`config.mk`:
```
export PLATFORM = sky130hd
export DESIGN_NAME = wb_text_mode_attr
export DESIGN_NICKNAME = d
export VERILOG_FILES = /design/src/rtl/text_mode_pkg.sv /design/src/rtl/font_rom_8x8.sv /design/src/rtl/text_palette16.sv /design/src/rtl/wb_text_mode_attr.sv
export SDC_FILE = /design/constraint.sdc
export NUM_CORES = 1
export LEC_CHECK = 0
export BUFFER_PORTS_ARGS = -buffer_cell sky130_fd_sc_hd__buf_2
export CELL_PAD_IN_SITES_DETAIL_PLACEMENT = 2
export CELL_PAD_IN_SITES_GLOBAL_PLACEMENT = 2
export CORE_MARGIN = 1.5
export CORE_UTILIZATION = 31
export DETAILED_ROUTE_END_ITERATION = 12
export PLACE_DENSITY = 0.81
export SYNTH_ARGS = -nofsm -noshare
export SYNTH_HDL_FRONTEND = slang
export SYNTH_SLANG_ARGS = --single-unit
```
`constraint.sdc`:
```
create_clock -name clk -period 2.3 [get_ports clk]
set_clock_uncertainty 0.2 [all_clocks]
set_input_delay 0.115 -clock clk [delete_from_list [all_inputs] [get_ports clk]]
set_output_delay 0.115 -clock clk [all_outputs]
set_load 0.01 [all_outputs]
```
`src/rtl/text_mode_pkg.sv`:
```
// rtl/text_mode_pkg.sv - shared types and constants for the attribute text-mode generator
package text_mode_pkg;

    // Character cell layout: [7:0] code, [11:8] fg, [14:12] bg, [15] blink.
    localparam int CODE_LSB  = 0;
    localparam int ATTR_LSB  = 8;
    localparam int FG_LSB    = 8;
    localparam int BG_LSB    = 12;
    localparam int BLINK_BIT = 15;

    // Upper byte of a character cell, field order matches the bit positions above.
    typedef struct packed {
        logic       blink;
        logic [2:0] bg;
        logic [3:0] fg;
    } cell_attr_t;

    // Per-pixel context travelling down the pipeline next to the RAM/ROM data.
    typedef struct packed {
        logic       vld;
        logic       en;
        logic       active;
        logic       in_area;
        logic       cursor;
        logic [2:0] gcol;
    } pix_ctx_t;

    // Underline cursor occupies the bottom two glyph rows.
    localparam logic [2:0] CURSOR_ROW_TOP = 3'd6;
    localparam logic [2:0] CURSOR_ROW_BOT = 3'd7;

    localparam logic [23:0] CGA_PALETTE [16] = '{
        24'h000000, 24'h0000AA, 24'h00AA00, 24'h00AAAA,
        24'hAA0000, 24'hAA00AA, 24'hAA5500, 24'hAAAAAA,
        24'h555555, 24'h5555FF, 24'h55FF55, 24'h55FFFF,
        24'hFF5555, 24'hFF55FF, 24'hFFFF55, 24'hFFFFFF
    };

endpackage

```
`src/rtl/font_rom_8x8.sv`:
```
// rtl/font_rom_8x8.sv - 8x8 glyph ROM with one-cycle registered output
// Ports: clk; code (character code); row (glyph row 0..7); bits (row pattern, MSB = leftmost, valid next cycle).
module font_rom_8x8 (
    input  logic       clk,
    input  logic [7:0] code,
    input  logic [2:0] row,
    output logic [7:0] bits
);

    logic [7:0] glyph;

    // Populated glyphs: 'A', 'B' and the full block; all other codes render blank.
    always_comb begin
        glyph = 8'h00;
        case (code)
            8'h41: begin
                case (row)
                    3'd0:    glyph = 8'h30;
                    3'd1:    glyph = 8'h78;
                    3'd2:    glyph = 8'hCC;
                    3'd3:    glyph = 8'hCC;
                    3'd4:    glyph = 8'hFC;
                    3'd5:    glyph = 8'hCC;
                    3'd6:    glyph = 8'hCC;
                    default: glyph = 8'h00;
                endcase
            end
            8'h42: begin
                case (row)
                    3'd0:    glyph = 8'hFC;
                    3'd1:    glyph = 8'h66;
                    3'd2:    glyph = 8'h66;
                    3'd3:    glyph = 8'h7C;
                    3'd4:    glyph = 8'h66;
                    3'd5:    glyph = 8'h66;
                    3'd6:    glyph = 8'hFC;
                    default: glyph = 8'h00;
                endcase
            end
            8'hDB:   glyph = 8'hFF;
            default: glyph = 8'h00;
        endcase
    end

    always_ff @(posedge clk) begin
        bits <= glyph;
    end

endmodule

```
`src/rtl/text_palette16.sv`:
```
// rtl/text_palette16.sv - combinational 16-entry CGA palette lookup
// Ports: index (4-bit colour index) -> rgb (24-bit {r,g,b}).
module text_palette16
    import text_mode_pkg::*;
(
    input  logic [3:0]  index,
    output logic [23:0] rgb
);

    assign rgb = CGA_PALETTE[index];

endmodule

```
`src/rtl/wb_text_mode_attr.sv`:
```
// rtl/wb_text_mode_attr.sv - COLS x ROWS attribute text generator with palette, blink and underline cursor
// Ports: clk, rst_n (sync, active-low); enable; pixel_x/pixel_y/video_active/frame_start from timing;
//        cursor_en/cursor_col/cursor_row; char_addr -> external RAM, char_data <- RAM (1-cycle);
//        text_r/g/b + text_valid, 4 cycles after the pixel coordinates.
module wb_text_mode_attr
    import text_mode_pkg::*;
#(
    parameter int COLS         = 80,
    parameter int ROWS         = 26,
    parameter int SCALE_LOG2   = 1,
    parameter int ADDR_W       = 12,
    parameter int BLINK_FRAMES = 32
) (
    input  logic              clk,
    input  logic              rst_n,
    input  logic              enable,
    input  logic [11:0]       pixel_x,
    input  logic [11:0]       pixel_y,
    input  logic              video_active,
    input  logic              frame_start,
    input  logic              cursor_en,
    input  logic [6:0]        cursor_col,
    input  logic [5:0]        cursor_row,
    output logic [ADDR_W-1:0] char_addr,
    input  logic [15:0]       char_data,
    output logic [7:0]        text_r,
    output logic [7:0]        text_g,
    output logic [7:0]        text_b,
    output logic              text_valid
);

    localparam int          SH         = 3 + SCALE_LOG2;
    localparam int          CS         = 8 << SCALE_LOG2;
    localparam logic [12:0] X_LIM      = 13'(COLS * CS);
    localparam logic [12:0] Y_LIM      = 13'(ROWS * CS);
    localparam int          BW         = ($clog2(BLINK_FRAMES) > 6) ? $clog2(BLINK_FRAMES) : 6;
    localparam logic [BW-1:0] BLINK_LAST = BW'(BLINK_FRAMES - 1);

    // ---------------- S0: address generation and per-pixel context ----------------
    logic [11:0]       cell_col;
    logic [11:0]       cell_row;
    logic [2:0]        grow0;
    logic              in_area0;
    logic              cursor_row_hit;
    logic [ADDR_W-1:0] addr_calc;
    pix_ctx_t          ctx0;

    assign cell_col = pixel_x >> SH;
    assign cell_row = pixel_y >> SH;
    assign grow0    = pixel_y[SCALE_LOG2+2:SCALE_LOG2];
    assign in_area0 = ({1'b0, pixel_x} < X_LIM) && ({1'b0, pixel_y} < Y_LIM);

    // Modular arithmetic at ADDR_W bits gives the same truncated result as a wide product.
    assign addr_calc = ADDR_W'(cell_row) * ADDR_W'(COLS) + ADDR_W'(cell_col);
    assign char_addr = in_area0 ? addr_calc : '0;

    assign cursor_row_hit = (grow0 == CURSOR_ROW_TOP) || (grow0 == CURSOR_ROW_BOT);

    // Requiring in_area keeps an off-grid cursor from ever matching.
    always_comb begin
        ctx0         = '0;
        ctx0.vld     = 1'b1;
        ctx0.en      = enable;
        ctx0.active  = video_active;
        ctx0.in_area = in_area0;
        ctx0.cursor  = cursor_en && in_area0 && cursor_row_hit
                       && (cell_col == {5'd0, cursor_col})
                       && (cell_row == {6'd0, cursor_row});
        ctx0.gcol    = pixel_x[SCALE_LOG2+2:SCALE_LOG2];
    end

    // ---------------- blink timebase ----------------
    logic [BW-1:0] blink_cnt;
    logic          blink_phase;

    always_ff @(posedge clk) begin
        if (!rst_n) begin
            blink_cnt   <= '0;
            blink_phase <= 1'b0;
        end else if (frame_start) begin
            if (blink_cnt == BLINK_LAST) begin
                blink_cnt   <= '0;
                blink_phase <= ~blink_phase;
            end else begin
                blink_cnt <= blink_cnt + 1'b1;
            end
        end
    end

    // ---------------- S1..S3 pipeline ----------------
    pix_ctx_t   s1, s2, s3;
    logic [2:0] s1_grow;
    cell_attr_t attr2, attr3;
    logic [7:0] font_bits;
    logic [7:0] font3;

    // Glyph row is delayed one cycle so it meets the code returned by the RAM.
    font_rom_8x8 u_font (
        .clk  (clk),
        .code (char_data[CODE_LSB +: 8]),
        .row  (s1_grow),
        .bits (font_bits)
    );

    always_ff @(posedge clk) begin
        if (!rst_n) begin
            s1      <= '0;
            s2      <= '0;
            s3      <= '0;
            s1_grow <= '0;
            attr2   <= '0;
            attr3   <= '0;
            font3   <= '0;
        end else begin
            s1      <= ctx0;
            s1_grow <= grow0;
            s2      <= s1;
            attr2   <= cell_attr_t'(char_data[ATTR_LSB +: 8]);
            s3      <= s2;
            attr3   <= attr2;
            font3   <= font_bits;
        end
    end

    // ---------------- S3: pixel select and colour resolve ----------------
    logic [23:0] fg_rgb;
    logic [23:0] bg_rgb;
    logic [23:0] rgb_next;
    logic        valid_next;
    logic        glyph_bit;

    text_palette16 u_pal_fg (
        .index (attr3.fg),
        .rgb   (fg_rgb)
    );

    text_palette16 u_pal_bg (
        .index ({1'b0, attr3.bg}),
        .rgb   (bg_rgb)
    );

    always_comb begin
        rgb_next   = 24'h000000;
        valid_next = 1'b0;
        glyph_bit  = font3[3'd7 - s3.gcol];
        if (!s3.vld || !s3.en || !s3.active) begin
            rgb_next   = 24'h000000;
            valid_next = 1'b0;
        end else if (!s3.in_area) begin
            rgb_next   = 24'h000000;
            valid_next = 1'b1;
        end else begin
            valid_next = 1'b1;
            if (s3.cursor && !blink_phase) begin
                rgb_next = fg_rgb;
            end else if (glyph_bit && !(attr3.blink && blink_phase)) begin
                rgb_next = fg_rgb;
            end else begin
                rgb_next = bg_rgb;
            end
        end
    end

    always_ff @(posedge clk) begin
        if (!rst_n) begin
            text_r     <= '0;
            text_g     <= '0;
            text_b     <= '0;
            text_valid <= 1'b0;
        end else begin
            text_r     <= rgb_next[23:16];
            text_g     <= rgb_next[15:8];
            text_b     <= rgb_next[7:0];
            text_valid <= valid_next;
        end
    end

endmodule

```
# After elaboration in Yosys (flattened, before gate mapping)
# Memory sizes are Yosys's and may differ from the RTL's.
# Cells that the tools add are included.
# totals
regBits	91
rom_bits	768
input_bits	59
elab_cells	100
mem_count	2
# mem_list
memory	depth	word_bits	read_ports	rd_ports_with_merged_regs	write_ports	line	rtl
(name not given)	16	24	1	0	0	text_palette16.sv:10	assign rgb = CGA_PALETTE[index];
(name not given)	16	24	1	0	0	text_palette16.sv:10	
# classes
n_addsub	3
multipliers	1
n_lt_le_gt_ge	5
n_eq_ne	14
mux	15
n_bitwise	5
reduce_logical	22
# ops
operator	n
24-bit 2-to-1 mux	6
8-bit one-hot mux with 3 select lines	2
8-bit one-hot mux with 4 select lines	1
8-bit by 7-bit equality test with 1-bit output (second input constant)	2
3-bit equality test (second input constant)	5
12-bit by 8-bit adder with 12-bit output	1
12-bit by 11-bit less-than comparator with 1-bit output (second input constant)	1
12-bit by 9-bit less-than comparator with 1-bit output (second input constant)	1
12-bit 2-to-1 mux	1
5-bit >= comparator (second input constant)	2
8-bit by 6-bit equality test with 1-bit output	1
8-bit by 7-bit equality test with 1-bit output	1
8-bit equality test (second input constant)	1
1-bit logical AND	8
8-bit by 3-bit multiplier with 8-bit output (second input constant)	1
8-bit 2-to-1 mux	1
4-bit OR reduction	2
6-bit by 1-bit adder with 6-bit output (second input constant)	1
3-bit by 2-bit equality test with 1-bit output (second input constant)	2
6-bit by 5-bit equality test with 1-bit output (second input constant)	1
6-bit 2-to-1 mux	1
1-bit zero test	5
3-bit NOT with 5-bit output	1
4-bit NOT with 5-bit output	1
other kinds (11)	16

# Depth between registers and ports, before layout
# Gate-level depths: netlist of the first run.
# depth
word_depth	7
ltp_mapped	9

# Cells and area by module
# A second synthesis of the first run with hierarchy kept.
# hier_totals
hier_cells	481
hier_area_um2	4569.4
# by_module_without_submodules
mod	n_inst	cells_per_inst	area_each_um2	seq_area_each_um2
wb_text_mode_attr	1	378	3748.6	1661.6
font_rom_8x8	1	51	440.4	160.2
text_palette16	2	26	190.2	0.0

# Worst setup path after synthesis of the first run
# Ideal clock, no wire load.
# synth_path
path_kind	input to output
from	in pixel_y[5]
to	out char_addr[11]
arrival_ns	1.931
required_time_ns	1.985
path_slack_ns	0.054
cell_stages	8
path_cell_list	ha_1 -> ha_1 -> inv_1 -> fa_1 -> nand2b_1 -> nor4_1 -> xnor3_1 -> nor2_1
# synth_via
elab_chain_cells	3
elab_cells_between_ends	5
classes_between	add/sub (1); mul (1); order compare (1); mux (1); reduce/logical (1)
# synth_rtl
item	line	rtl
start: declaration	wb_text_mode_attr.sv:18	input logic [11:0] pixel_y,
8-bit by 3-bit multiplier with 8-bit output or 12-bit by 9-bit less-than comparator with 1-bit output (tied branches)	wb_text_mode_attr.sv:54, wb_text_mode_attr.sv:51	
12-bit by 8-bit adder with 12-bit output or 1-bit logical AND (tied branches)	wb_text_mode_attr.sv:54, wb_text_mode_attr.sv:51	
12-bit 2-to-1 mux *	wb_text_mode_attr.sv:55	assign char_addr = in_area0 ? addr_calc : '0;
end: declaration	wb_text_mode_attr.sv:24	output logic [ADDR_W-1:0] char_addr,
# Every way passes the cells marked *; elsewhere a longest branch is shown, timed or not.

# Worst setup path after layout of the first run
# layout_path
from	in pixel_y[6]
to	out char_addr[11]
# The elaborated chain is that of the path after synthesis.

==> results.json, run 1 <==
{
  "status": "finished with violations",
  "violations": "negative setup slack",
  "diodes": 0,
  "io-pin-count": 96,
  "report.final.hold_viol_count": 0,
  "tightest_slew_ns": 0.473,
  "crit_type": "primary input to primary output",
  "synth_nets": 392,
  "ys_warn_count": 0,
  "synth_flop_cell": "dfxtp_1",
  "clock-sinks": 72,
  "fin_ws_ns": -0.152,
  "ir_drop_uv": 335,
  "seq_area_um2": 1440,
  "drc": 0,
  "fmax_mhz": 408,
  "dp.cells": 525,
  "io_buffers": 93,
  "dr_total_vias": 2663,
  "crit_slowest_cell": "fa_2",
  "async_reset_ff_frac": 0,
  "finalSetupTns_ns": -0.249,
  "die-area_um2": 10900,
  "drive_gt1_frac": 0.330,
  "start_util": 0.324,
  "synthCells": 317,
  "drv_slew": 0,
  "htree_levels": 3,
  "via_per_inst": 4.63,
  "period_needed_ns": 2.45,
  "synth_area_um2": 3190,
  "cp.arrival_ns": 2.14,
  "critPathLaunchType": "primary input",
  "syn_to_final_growth_pct": 39.1,
  "crit_required_ns": 1.99,
  "final_core_util": 0.450,
  "synth_edf_count": 0,
  "die_h_um": 105,
  "powerDensity_nw_per_um2": 654,
  "nets": 512,
  "ys_seq_area_frac": 0.451,
  "mostFrequentLayoutCell": "buf_2",
  "synthAdderAreaFrac": 0.0674,
  "globalplace.congestion": 0.831,
  "power_leakage_uw": 0.00199,
  "period_share": 1.07,
  "synthSimpleGateAreaFrac": 0.222,
  "antenna_found_initial": 0,
  "cts_buffers": 9,
  "drt-pass1-iter-count": 4,
  "cts_buffer_depth": 2,
  "crit_fanout": 3,
  "layout_common_cells": "buf_2, dfxtp_1, and2_1",
  "nFillCells": 1045,
  "multiInputGateArea_um2": 1670,
  "cp_cell_sequence": "buf_2 -> ha_1 -> inv_1 -> fa_2 -> xnor2_4 -> nand2b_4 -> nor4_4 -> xnor3_1 -> nor2_1 -> buf_2",
  "core_area_um2": 9860,
  "synth_mux_area_frac": 0.0290,
  "clk_pin_slew_worst_paths_ns": 0.08,
  "cap_violations": 0,
  "synth-xor-area-share": 0.0783,
  "cts_tree": "done",
  "clock-root-buffer": "clkbuf_8",
  "synth_cell_type_count": 47,
  "first_global_vias": 3044,
  "routedWlPerCell_um": 16.5,
  "max_slew_margin": 0.682,
  "synth_top_family_by_area": "simple AND/OR/NAND/NOR gates",
  "ant_nets": 0,
  "synth_compound_area_frac": 0.0830,
  "grt_util_all_layers": 0.184,
  "syn_area_per_cell_um2": 10.1,
  "clock_latency_ns": 0.35,
  "ys_ff_latch": 72,
  "dpl.hpwl_mm": 6.09,
  "cp_slowest_stage_delay_ns": 0.44,
  "wl_mm": 9.48,
  "finalNonFillerCells": 575,
  "rsz0062_at_grt": "yes",
  "drt_iter0_drc": 55,
  "grt_pass1_wl_mm": 15.4,
  "rows": 36,
  "p_total_uw": 2900,
  "min_path_type": "primary input to flop",
  "die_w_um": 105,
  "endpoint_kind": "primary output",
  "overflow": 0,
  "cp_common_cell": "buf_2",
  "final-setup-viol-count": 3,
  "grt_max_degree": 53
}
[power by group]
group | switching, uW | internal [uW] | total (uW)
clock network | 490 | 621 | 1110
registers | 20.6 | 1280 | 1300
logic | 227 | 265 | 492
total | 738 | 2170 | 2900
[flip-flops by register name, summed over array words and instances (netlist names)]
register and cells:
text_r 2, s3 8, attr3 8, font3 8, text_g 2, blink_phase 1, text_b 1, attr2 8
text_valid 1, blink_cnt 6, s2 8, u_font.bits 8, s1 8, s1_grow 3
[cell usage after synthesis, types with 2 or more instances]
cell type	number	area (um2)
dfxtp_1	72	1440
and2_1	58	363
buf_4	20	150
xnor2_1	17	149
nor2_1	15	56.3
ha_1	14	175
a21oi_1	10	50.1
inv_1	10	37.5
clkbuf_1	9	33.8
xor2_1	9	78.8
nand2_1	8	30.0
mux2i_1	7	70.1
nand3_1	5	25.0
nand4_1	5	31.3
a21o_1	4	30.0
nand2b_1	4	25.0
nor3_1	4	20.0
o211ai_1	4	30.0
o21ai_0	4	20.0
a211oi_1	3	22.5
a211o_1	2	17.5
a31oi_1	2	12.5
and3_1	2	12.5
and4_1	2	17.5
fa_1	2	40.0
nor4_1	2	12.5
o21ai_1	2	10.0
or3_1	2	12.5
[routing by layer]
layer  vias to the layer above  wire (um)  share of wire  track usage
met5                         -          0              0            0
met2                        90       5380           0.57        0.369
met4                         0        131          0.014       0.0625
li1                       1285          -              -            -
met1                      1280       3480           0.37        0.173
met3                         8        490          0.052       0.0551
[worst max-delay path: cells and delay by family]
| kind | cells | cell delay (ns) |
|---|---|---|
| AND/OR/NAND/NOR | 3 | 0.43 |
| XOR/XNOR | 2 | 0.50 |
| buffers and inverters | 3 | 0.35 |
| adder cells (fa/ha/maj) | 2 | 0.74 |
[cell families (layout without fill, tap and decap cells)]
family,after synthesis,count (layout)
AO/OA/AOI/OAI,38,38
multiplexers,8,8
flip-flops,72,72
adder cells (fa/ha/maj),16,16
XOR/XNOR,27,27
buffers and inverters,39,164
AND/OR/NAND/NOR,117,117
[path summary, 6_finish.rpt]
kind	to	startpoint	slack [ns]	depth (start not counted)
min	u_font.bits[2]$_DFF_P_	char_data[7]	0.02	4
max	char_addr[11]	pixel_y[6]	-0.15	10
max reg2reg	text_b[5]$_SDFF_PP0_	s3[1]$_SDFF_PN0_	0.34	5
min reg2reg	s2[0]$_SDFF_PN0_	s1[0]$_SDFF_PN0_	0.24	1
[per-stage QoR]
step	hold slack [ns]	area, um2	worst slack (ns)
2_1_floorplan	-0.0573	3190	0.0536
3_5_place_dp	0.127	3720	-0.436
4_1_cts	0.00455	4390	-0.178
6_report	0.0202	4440	-0.152
3_3_place_gp	0.117	3720	-0.223
5_1_grt	0.0391	4440	-0.231
[what timing repair did]
item | CTS | global route
resized for setup | 19 | 8
setup buffers | 2 | 1
hold buffers | 32 | 0
pin swaps | 8 | 6
gates cloned | 0 | 0
hold endpoints to repair | 22 | 0
endpoints found under the setup margin | 3 | 5
[area by class of cell]
cell class / count / share of cell area
clock buffers: 9 / 0.0279
clock inverters: 7 / 0.0231
inverters: 10 / 0.00845
multi-input cells: 206 / 0.375
flip-flops and latches: 72 / 0.325
well taps: 133 / 0.0375
repair buffers: 138 / 0.203
No activity file was read; power rests on OpenSTA's default activity.
==> run 2: changes to the inputs <==
--- a/config.mk
+++ b/config.mk
@@ -6,12 +6,12 @@
 export NUM_CORES = 1
 export LEC_CHECK = 0
 export BUFFER_PORTS_ARGS = -buffer_cell sky130_fd_sc_hd__buf_2
-export CELL_PAD_IN_SITES_DETAIL_PLACEMENT = 2
-export CELL_PAD_IN_SITES_GLOBAL_PLACEMENT = 2
+export CELL_PAD_IN_SITES_DETAIL_PLACEMENT = 0
+export CELL_PAD_IN_SITES_GLOBAL_PLACEMENT = 1
 export CORE_MARGIN = 1.5
-export CORE_UTILIZATION = 31
+export CORE_UTILIZATION = 39
 export DETAILED_ROUTE_END_ITERATION = 12
-export PLACE_DENSITY = 0.81
+export PLACE_DENSITY = 0.82
 export SYNTH_ARGS = -nofsm -noshare
 export SYNTH_HDL_FRONTEND = slang
 export SYNTH_SLANG_ARGS = --single-unit
==> results.json, run 2 (same netlist as run 1, synthesis figures left out) <==
{
  "cap_violations": 0,
  "nFillCells": 725,
  "grt_use_met3": 0.0407,
  "diodes": 0,
  "tightest_slew_ns": 0.428,
  "max_slew_margin": 0.713,
  "min_path_type": "primary input to flop",
  "drv_slew": 0,
  "pwr-share-clk": 0.334,
  "drive_gt1_frac": 0.319,
  "switchingPower_uw": 598,
  "start_util": 0.407,
  "r2r_end": "text_g[5]$_SDFF_PP0_",
  "drc": 0,
  "via_per_inst": 4.62,
  "period_share": 0.999,
  "final-setup-viol-count": 0,
  "crit_required_ns": 2.33,
  "grt_util_all_layers": 0.148,
  "powerDensity_nw_per_um2": 608,
  "crit_type": "primary input to flop",
  "fmax_mhz": 435,
  "drt-pass1-iter-count": 6,
  "holdCritStartpoint": "char_data[5]",
  "clk_pin_slew_worst_paths_ns": 0.06,
  "ir_drop_uv": 274,
  "top_usage_layer": "met2",
  "cts_buffers": 9,
  "rows": 32,
  "mostFrequentLayoutCell": "buf_2",
  "status": "completed",
  "die_w_um": 93.5,
  "pwr-share-seq": 0.501,
  "rsz0062_at_grt": "yes",
  "p_int_uw": 1990,
  "holdPathEnd": "u_font.bits[0]$_DFF_P_",
  "die-area_um2": 8740,
  "grt_pass1_wl_mm": 10.2,
  "drt_iter0_drc": 68,
  "first_global_vias": 2459,
  "report.final.hold_viol_count": 0,
  "whs_path_depth": 3,
  "core_area_um2": 7850,
  "use_met1": 0.159,
  "crit_fanout": 1,
  "r2r_slack_ns": 0.39,
  "period_needed_ns": 2.30,
  "ant_nets": 0,
  "pwr-share-comb": 0.165,
  "layout_common_cells": "buf_2, dfxtp_1, and2_1",
  "cp.arrival_ns": 2.33,
  "power.share.switching": 0.231,
  "syn_to_final_growth_pct": 33.5,
  "holdWs_ns": 0.0488,
  "routedWlPerCell_um": 11.5,
  "reg2reg_from": "s3[1]$_SDFF_PN0_",
  "power_leakage_uw": 0.00192,
  "globalplace.congestion": 0.770,
  "cts_tree": "done",
  "clock-sinks": 72,
  "grt_max_degree": 31,
  "overflow": 0,
  "clock-root-buffer": "clkbuf_8",
  "die_h_um": 93.5,
  "wl_mm": 6.12,
  "io_buffers": 93,
  "dr_total_vias": 2467,
  "dpl.hpwl_mm": 4.27,
  "rr_worst_depth": 5,
  "critPathLaunchType": "primary input",
  "met2_usage": 0.268,
  "endpoint_kind": "flop",
  "cts_buffer_depth": 2,
  "htree_levels": 3,
  "nets": 504,
  "io-pin-count": 96,
  "clock_latency_ns": 0.33,
  "antenna_found_initial": 0,
  "final_core_util": 0.543
}
run 2: cell types whose count changed in the layout (fill, tap and decap cells not counted), sizes merged:
| cell | before | now |
|---|---|---|
| buf | 106 | 104 |
| clkinvlp | 1 | 0 |
| clkinv | 2 | 0 |
| clkbuf | 9 | 14 |
| dlygate4sd3 | 32 | 26 |
| inv | 12 | 10 |
| bufinv | 2 | 0 |
run 2: critical path: stages:
cell	delay, ns
dlygate4sd3_1	0.53
buf_2	0.12
xnor2_1	0.13
dlygate4sd3_1	0.57
nand3_1	0.07
dlygate4sd3_1	0.58
nor3_1	0.21
run 2: timing repair:
action,4_1_cts,5_1_grt
resized for setup,14,10
hold buffers,26,0
setup buffers,1,0
gates cloned,0,0
pin swaps,7,4
hold endpoints to repair,21,0
endpoints found under the setup margin,2,4
run 2: worst max path at each step:
stage	startpoint	endpoint	slack, ns	depth (start not counted)
floorplan	pixel_y[5]	char_addr[11]	0.05	8
global placement	pixel_y[5]	char_addr[11]	-0.18	11
detailed placement	pixel_y[5]	char_addr[11]	-0.25	11
CTS	pixel_y[5]	char_addr[11]	-0.08	11
global route	pixel_y[6]	char_addr[11]	-0.09	10
finish	cursor_col[6]	s1[3]$_SDFF_PN0_	0.002	7
run 2: power groups by stage:
stage               Sequential (uW)  Combinational (uW)  Clock, uW
floorplan                      1320                 202          0
detailed placement             1330                 319          0
CTS                            1300                 396        896
finish                         1300                 426        865
global route                   1300                 472        953
global placement               1330                 312          0
run 2: cell type report:
class	count	area [um2]	share of cell area
Sequential cell	72	1440	0.338
Inverter	10	37.5	0.00880
Clock buffer	14	173	0.0405
Timing Repair Buffer	130	828	0.194
Tap cell	102	128	0.0299
Multi-Input combinational cell	206	1660	0.388
run 2: through the flow:
| step | total power (uW) | setup WS, ns | instances | instance area [um2] | setup TNS (ns) |
|---|---|---|---|---|---|
| global route | 2730 | -0.0898 | 534 | 4260 | -0.178 |
| detailed placement | 1650 | -0.255 | 493 | 3680 | -0.305 |
| global placement | 1640 | -0.179 | 493 | 3680 | -0.231 |
| CTS | 2590 | -0.0759 | 534 | 4200 | -0.0759 |
| floorplan | 1520 | 0.0536 | 317 | 3190 | 0 |
| finish | 2590 | 0.00155 | 534 | 4260 | 0 |
run 2: routing by layer:
metal | vias up | share of wire
li1 | 1265 | -
met1 | 1098 | 0.43
met2 | 95 | 0.50
met3 | 9 | 0.057
met4 | 0 | 0.015
met5 | - | 0
